### src/rtl/hazard_ctrl.sv
// hazard_ctrl: EX/MEM/WB destination tracking, operand forwarding, load-use stall, redirect flush and boot hold.
module hazard_ctrl #(
    parameter int BOOT_CYCLES  = 2,
    parameter int FLUSH_CYCLES = 2,
    parameter int REG_AW       = 5
) (
    input  logic              clk,
    input  logic              rst,
    input  logic              id_valid_i,
    input  logic [REG_AW-1:0] id_rs1_i,
    input  logic [REG_AW-1:0] id_rs2_i,
    input  logic [REG_AW-1:0] id_rd_i,
    input  logic              id_use_rs1_i,
    input  logic              id_use_rs2_i,
    input  logic              id_reg_wen_i,
    input  logic              id_is_load_i,
    input  logic              ex_redirect_i,
    output logic [1:0]        fwd_a_sel_o,
    output logic [1:0]        fwd_b_sel_o,
    output logic              stall_o,
    output logic              bubble_o,
    output logic              flush_o,
    output logic [1:0]        state_o
);
    localparam int CW = 8;
    typedef enum logic [1:0] {BOOT = 2'd0, RUN = 2'd1, FLUSH = 2'd2} state_e;
    typedef struct packed {
        logic              valid;
        logic [REG_AW-1:0] rd;
        logic              wen;
        logic              load;
    } slot_t;
    state_e            state_q, state_d;
    logic [CW-1:0]     cnt_q, cnt_d;
    slot_t             ex_q, mem_q, wb_q, id_slot;
    logic [REG_AW-1:0] ex_rs1_q, ex_rs2_q;
    logic              ex_use1_q, ex_use2_q;
    logic              ex_wr, mem_wr, wb_wr, load_use, redir, accept;
    assign id_slot = '{valid: 1'b1, rd: id_rd_i, wen: id_reg_wen_i, load: id_is_load_i};
    assign ex_wr   = ex_q.valid && ex_q.wen && ex_q.rd != '0;
    assign mem_wr  = mem_q.valid && mem_q.wen && mem_q.rd != '0;
    assign wb_wr   = wb_q.valid && wb_q.wen && wb_q.rd != '0;
    // MEM carries the ALU result only, so it outranks the older WB value.
    assign fwd_a_sel_o = !(ex_q.valid && ex_use1_q) ? 2'b00 :
                         mem_wr && mem_q.rd == ex_rs1_q ? 2'b01 :
                         wb_wr && wb_q.rd == ex_rs1_q ? 2'b10 : 2'b00;
    assign fwd_b_sel_o = !(ex_q.valid && ex_use2_q) ? 2'b00 :
                         mem_wr && mem_q.rd == ex_rs2_q ? 2'b01 :
                         wb_wr && wb_q.rd == ex_rs2_q ? 2'b10 : 2'b00;
    assign load_use = id_valid_i && ex_wr && ex_q.load &&
                      ((id_use_rs1_i && id_rs1_i == ex_q.rd) || (id_use_rs2_i && id_rs2_i == ex_q.rd));
    assign redir    = state_q == RUN && ex_redirect_i && ex_q.valid;
    assign flush_o  = redir || state_q == FLUSH;
    assign stall_o  = state_q == BOOT || (state_q == RUN && load_use && !redir);
    assign bubble_o = stall_o || flush_o;
    assign state_o  = state_q;
    assign accept   = id_valid_i && !bubble_o;
    always_comb begin
        state_d = state_q;
        cnt_d   = cnt_q;
        case (state_q)
            BOOT: begin
                cnt_d   = cnt_q - CW'(1);
                state_d = cnt_q <= CW'(1) ? RUN : BOOT;
            end
            RUN: begin
                cnt_d   = redir ? CW'(FLUSH_CYCLES - 1) : cnt_q;
                state_d = redir && FLUSH_CYCLES > 1 ? FLUSH : RUN;
            end
            FLUSH: begin
                cnt_d   = cnt_q - CW'(1);
                state_d = cnt_q <= CW'(1) ? RUN : FLUSH;
            end
            default: state_d = BOOT;
        endcase
    end
    always_ff @(posedge clk) begin
        if (rst) begin
            state_q   <= BOOT;
            cnt_q     <= CW'(BOOT_CYCLES);
            ex_q      <= '0;
            mem_q     <= '0;
            wb_q      <= '0;
            ex_rs1_q  <= '0;
            ex_rs2_q  <= '0;
            ex_use1_q <= 1'b0;
            ex_use2_q <= 1'b0;
        end else begin
            state_q   <= state_d;
            cnt_q     <= cnt_d;
            ex_q      <= accept ? id_slot : '0;
            mem_q     <= ex_q;
            wb_q      <= mem_q;
            ex_rs1_q  <= id_rs1_i;
            ex_rs2_q  <= id_rs2_i;
            ex_use1_q <= id_use_rs1_i;
            ex_use2_q <= id_use_rs2_i;
        end
    end
endmodule
### config.mk
export PLATFORM = sky130hd
export DESIGN_NAME = hazard_ctrl
export DESIGN_NICKNAME = d
export VERILOG_FILES = /design/src/rtl/hazard_ctrl.sv
export SDC_FILE = /design/constraint.sdc
export NUM_CORES = 1
export LEC_CHECK = 0
export ABC_AREA = 1
export BUFFER_PORTS_ARGS = -buffer_cell sky130_fd_sc_hd__buf_4
export CAP_MARGIN = 40
export CORE_ASPECT_RATIO = 0.75
export CORE_UTILIZATION = 40
export CTS_CLUSTER_DIAMETER = 100
export CTS_CLUSTER_SIZE = 12
export DETAILED_ROUTE_END_ITERATION = 8
export PLACE_DENSITY = 0.65
export REMOVE_ABC_BUFFERS = 1
export SYNTH_ARGS = -nofsm -noshare
export SYNTH_HDL_FRONTEND = slang
export SYNTH_SLANG_ARGS = --single-unit
### constraint.sdc
create_clock -name clk -period 3.7 [get_ports clk]
set_clock_uncertainty 0.05 [all_clocks]
set_input_delay 0.37 -clock clk [delete_from_list [all_inputs] [get_ports clk]]
set_output_delay 0.37 -clock clk [all_outputs]
set_load 0.005 [all_outputs]
==> reports/qor.yml <==
power_and_ir_drop:
  p_comb_frac: 0.248
  powerDensity_nw_per_um2: 501
  ir_worst_vdd_uv: 275
  p_int_mw: 0.809
  swShare: 0.312
  p_leak_nw: 1.19
  seqPwrFrac: 0.494
  clockPowerShare: 0.258
  switchingPower_mw: 0.367
placement:
  globalplace.congestion: 0.777
  place_area_um2: 2260
  hpwl_um: 3040
  portBuffers: 31
synth:
  synth_top_area_cell: "dfxtp_1"
  async_flop_share: 0
  syn_area_um2: 1970
  seq_area_frac_synth: 0.448
  yosys.area.top_type_share: 0.448
  ys_types: 23
  synth-seq-cells: 44
  avgSynthCellArea_um2: 7.13
  synthTopCellsByArea: "dfxtp_1 (45%), nand2_1 (11%), nor2_1 (10%)"
  synth-edff-count: 0
  yosys_most_used_dff: "dfxtp_1"
  synth_cells: 276
  yosys_warnings: 0
clock_tree:
  cts_tree: "done"
  cts_resized: 0
  cts.hold.buffers_added: 0
  clock_sinks: 44
  post-cts-setup-buffers: 0
  insertion_delay_ns: 0.29
  cts.clk_slew.worst_paths_ns: 0.08
  cts_max_level: 2
  clockBufferDepth: 2
  clock-root-buffer: "clkbuf_8"
  cts_buffers: 5
cells_and_area:
  final_common_cell: "nand2_1"
  register_area_um2: 881
  antenna_cells: 0
  fillCellCount: 474
  multi_input_area_um2: 880
  final_cell_mix: "nand2_1 (56), nor2_1 (55), inv_1 (51)"
  area_delta_synth_final_pct: 19.5
  nNetsFinal: 336
  drive_gt1_frac: 0.138
  fin_area_um2: 2350
worst_setup_path:
  r2r_cells: 8
  crit_chain: "inv_2, nor2_4, nand3_4, nand2_1, nor3_1, nand2_2, o21ai_0, buf_4"
  crit_fanout: 10
  crit_type: "register to output pin"
  required_ns: 3.28
  worstPathArrival_ns: 1.59
  critPathSlowestCell: "dfxtp_1"
  rr_endpoint: "ex_q[4]$_SDFF_PP0_"
  cp-startpoint: "state_o[0]$_SDFF_PP0_"
  max_stage_delay_ns: 0.42
  endpoint_kind: "output pin"
  reg2reg_setup_slack_ns: 2.31
  timing.rr.start: "state_o[0]$_SDFF_PP0_"
  worstSetupStartpointType: "register"
  endpoint: "stall_o"
detailed_routing:
  drt_wl_total_um: 3850
  dr.pass1.iters: 4
  detail-route-antenna-nets: 0
  via_per_inst: 4.37
  routed-via-count: 1613
  wl_per_cell_um: 10.4
  dr.first_iter.drc_count: 59
  drc_errors: 0
worst_hold_path:
  hold_start: "id_is_load_i"
  worst_hold_path.num_cells: 3
  min_path_type: "primary input to register"
floorplan:
  fp-row-count: 21
  die_area_um2: 5200
  die_w_um: 83.0
  die_h_um: 62.7
  initial_core_util: 0.428
  pin_count: 32
  coreArea_um2: 4600
sta:
  rsz0062_at_grt: "false"
  hold_viol_final: 0
  setup_violations: 0
  fin_crit_ns: 2.01
  tightestPinTransition_ns: 0.295
  fin_tns_setup_ns: 0
  relSlewSlack: 0.804
  fmax_mhz: 497
  hold_slack_ns: 0.236
  fin_crit_sh: 0.543
  slew_violations: 0
grt:
  grt_pass1_vias: 1442
  antenna_found_initial: 0
  grt_max_degree: 31
  gr-total-overflow: 0
  grt_usage: 0.161
  grt_pass1_wl_um: 6480
status:
  outcome: "finished, final reports clean"
run:
  maxCapViolations: 0
==> logic make-up after synthesis <==
family | after synthesis | share of synthesized area
flip-flops | 44 | 0.448
adder cells (fa/ha/maj) | 2 | 0.0127
XOR/XNOR | 16 | 0.0712
buffers and inverters | 55 | 0.105
AND/OR/NAND/NOR | 140 | 0.309
AO/OA/AOI/OAI | 19 | 0.0541
==> how the worst min path moves through the flow <==
stage                          to  slack (ns)
3_3_place_gp   wb_q[7]$_SDFF_PP0_        0.36
4_1_cts        ex_q[0]$_SDFF_PP0_        0.23
3_5_place_dp   wb_q[1]$_SDFF_PP0_        0.37
2_1_floorplan  wb_q[7]$_SDFF_PP0_        0.35
6_report       ex_q[0]$_SDFF_PP0_        0.24
5_1_grt        ex_q[0]$_SDFF_PP0_        0.24
==> critical path: cells and delay by family (launching register included) <==
family	cells	cell delay, ns
simple gates	5	0.55
flops	1	0.42
buf+inv	2	0.24
compound gates	1	0.09
==> synthesized netlist by cell type, drive strengths merged (2+ instances only) <==
master  instances
a211oi          2
a21oi           8
clkbuf          3
dfxtp          44
ha              2
inv            52
nand2          57
nand3          11
nand4           4
nor2           56
nor3            8
nor3b           2
o21ai           7
xnor2           5
xor2           11
==> cell type report <==
type	instances	share of cell area
well taps	57	0.0304
repair buffers	31	0.0990
flip-flops and latches	44	0.375
clock buffers	8	0.0383
multi-input cells	177	0.374
inverters	52	0.0831
==> sequential cells by signal, summed over array words and instances, names as in the netlist <==
register and count:
cnt_q 8, ex_q 8, ex_rs1_q 5, ex_rs2_q 5
ex_use1_q 1, ex_use2_q 1, mem_q 7, state_o 2
wb_q 7
==> per-layer routing <==
metal / up-vias / wire (um) / GRT usage
met3: 4 / 131 / 0.0423
met4: 0 / 62 / 0.0711
met1: 678 / 2140 / 0.229
met5: - / 0 / 0
li1: 902 / - / -
met2: 29 / 1520 / 0.228
==> power by group through the flow <==
stage | clock [mW] | sequential [mW] | combinational [mW]
global route | 0.338 | 0.592 | 0.333
CTS | 0.312 | 0.582 | 0.294
detailed placement | 0 | 0.593 | 0.292
global placement | 0 | 0.592 | 0.294
finish | 0.303 | 0.582 | 0.291
floorplan | 0 | 0.581 | 0.202
==> per-stage QoR <==
step / util / std cells / power, mW / setup slack, ns
final: 0.511 / 369 / 1.18 / 1.69
after global routing: 0.511 / 369 / 1.26 / 1.54
after CTS: 0.511 / 369 / 1.19 / 1.69
after detailed placement: 0.491 / 361 / 0.885 / 2.02
after global placement: 0.491 / 361 / 0.886 / 2.06
after floorplan: - / 273 / 0.783 / 2.25
Power figures use the tool's default switching activity.
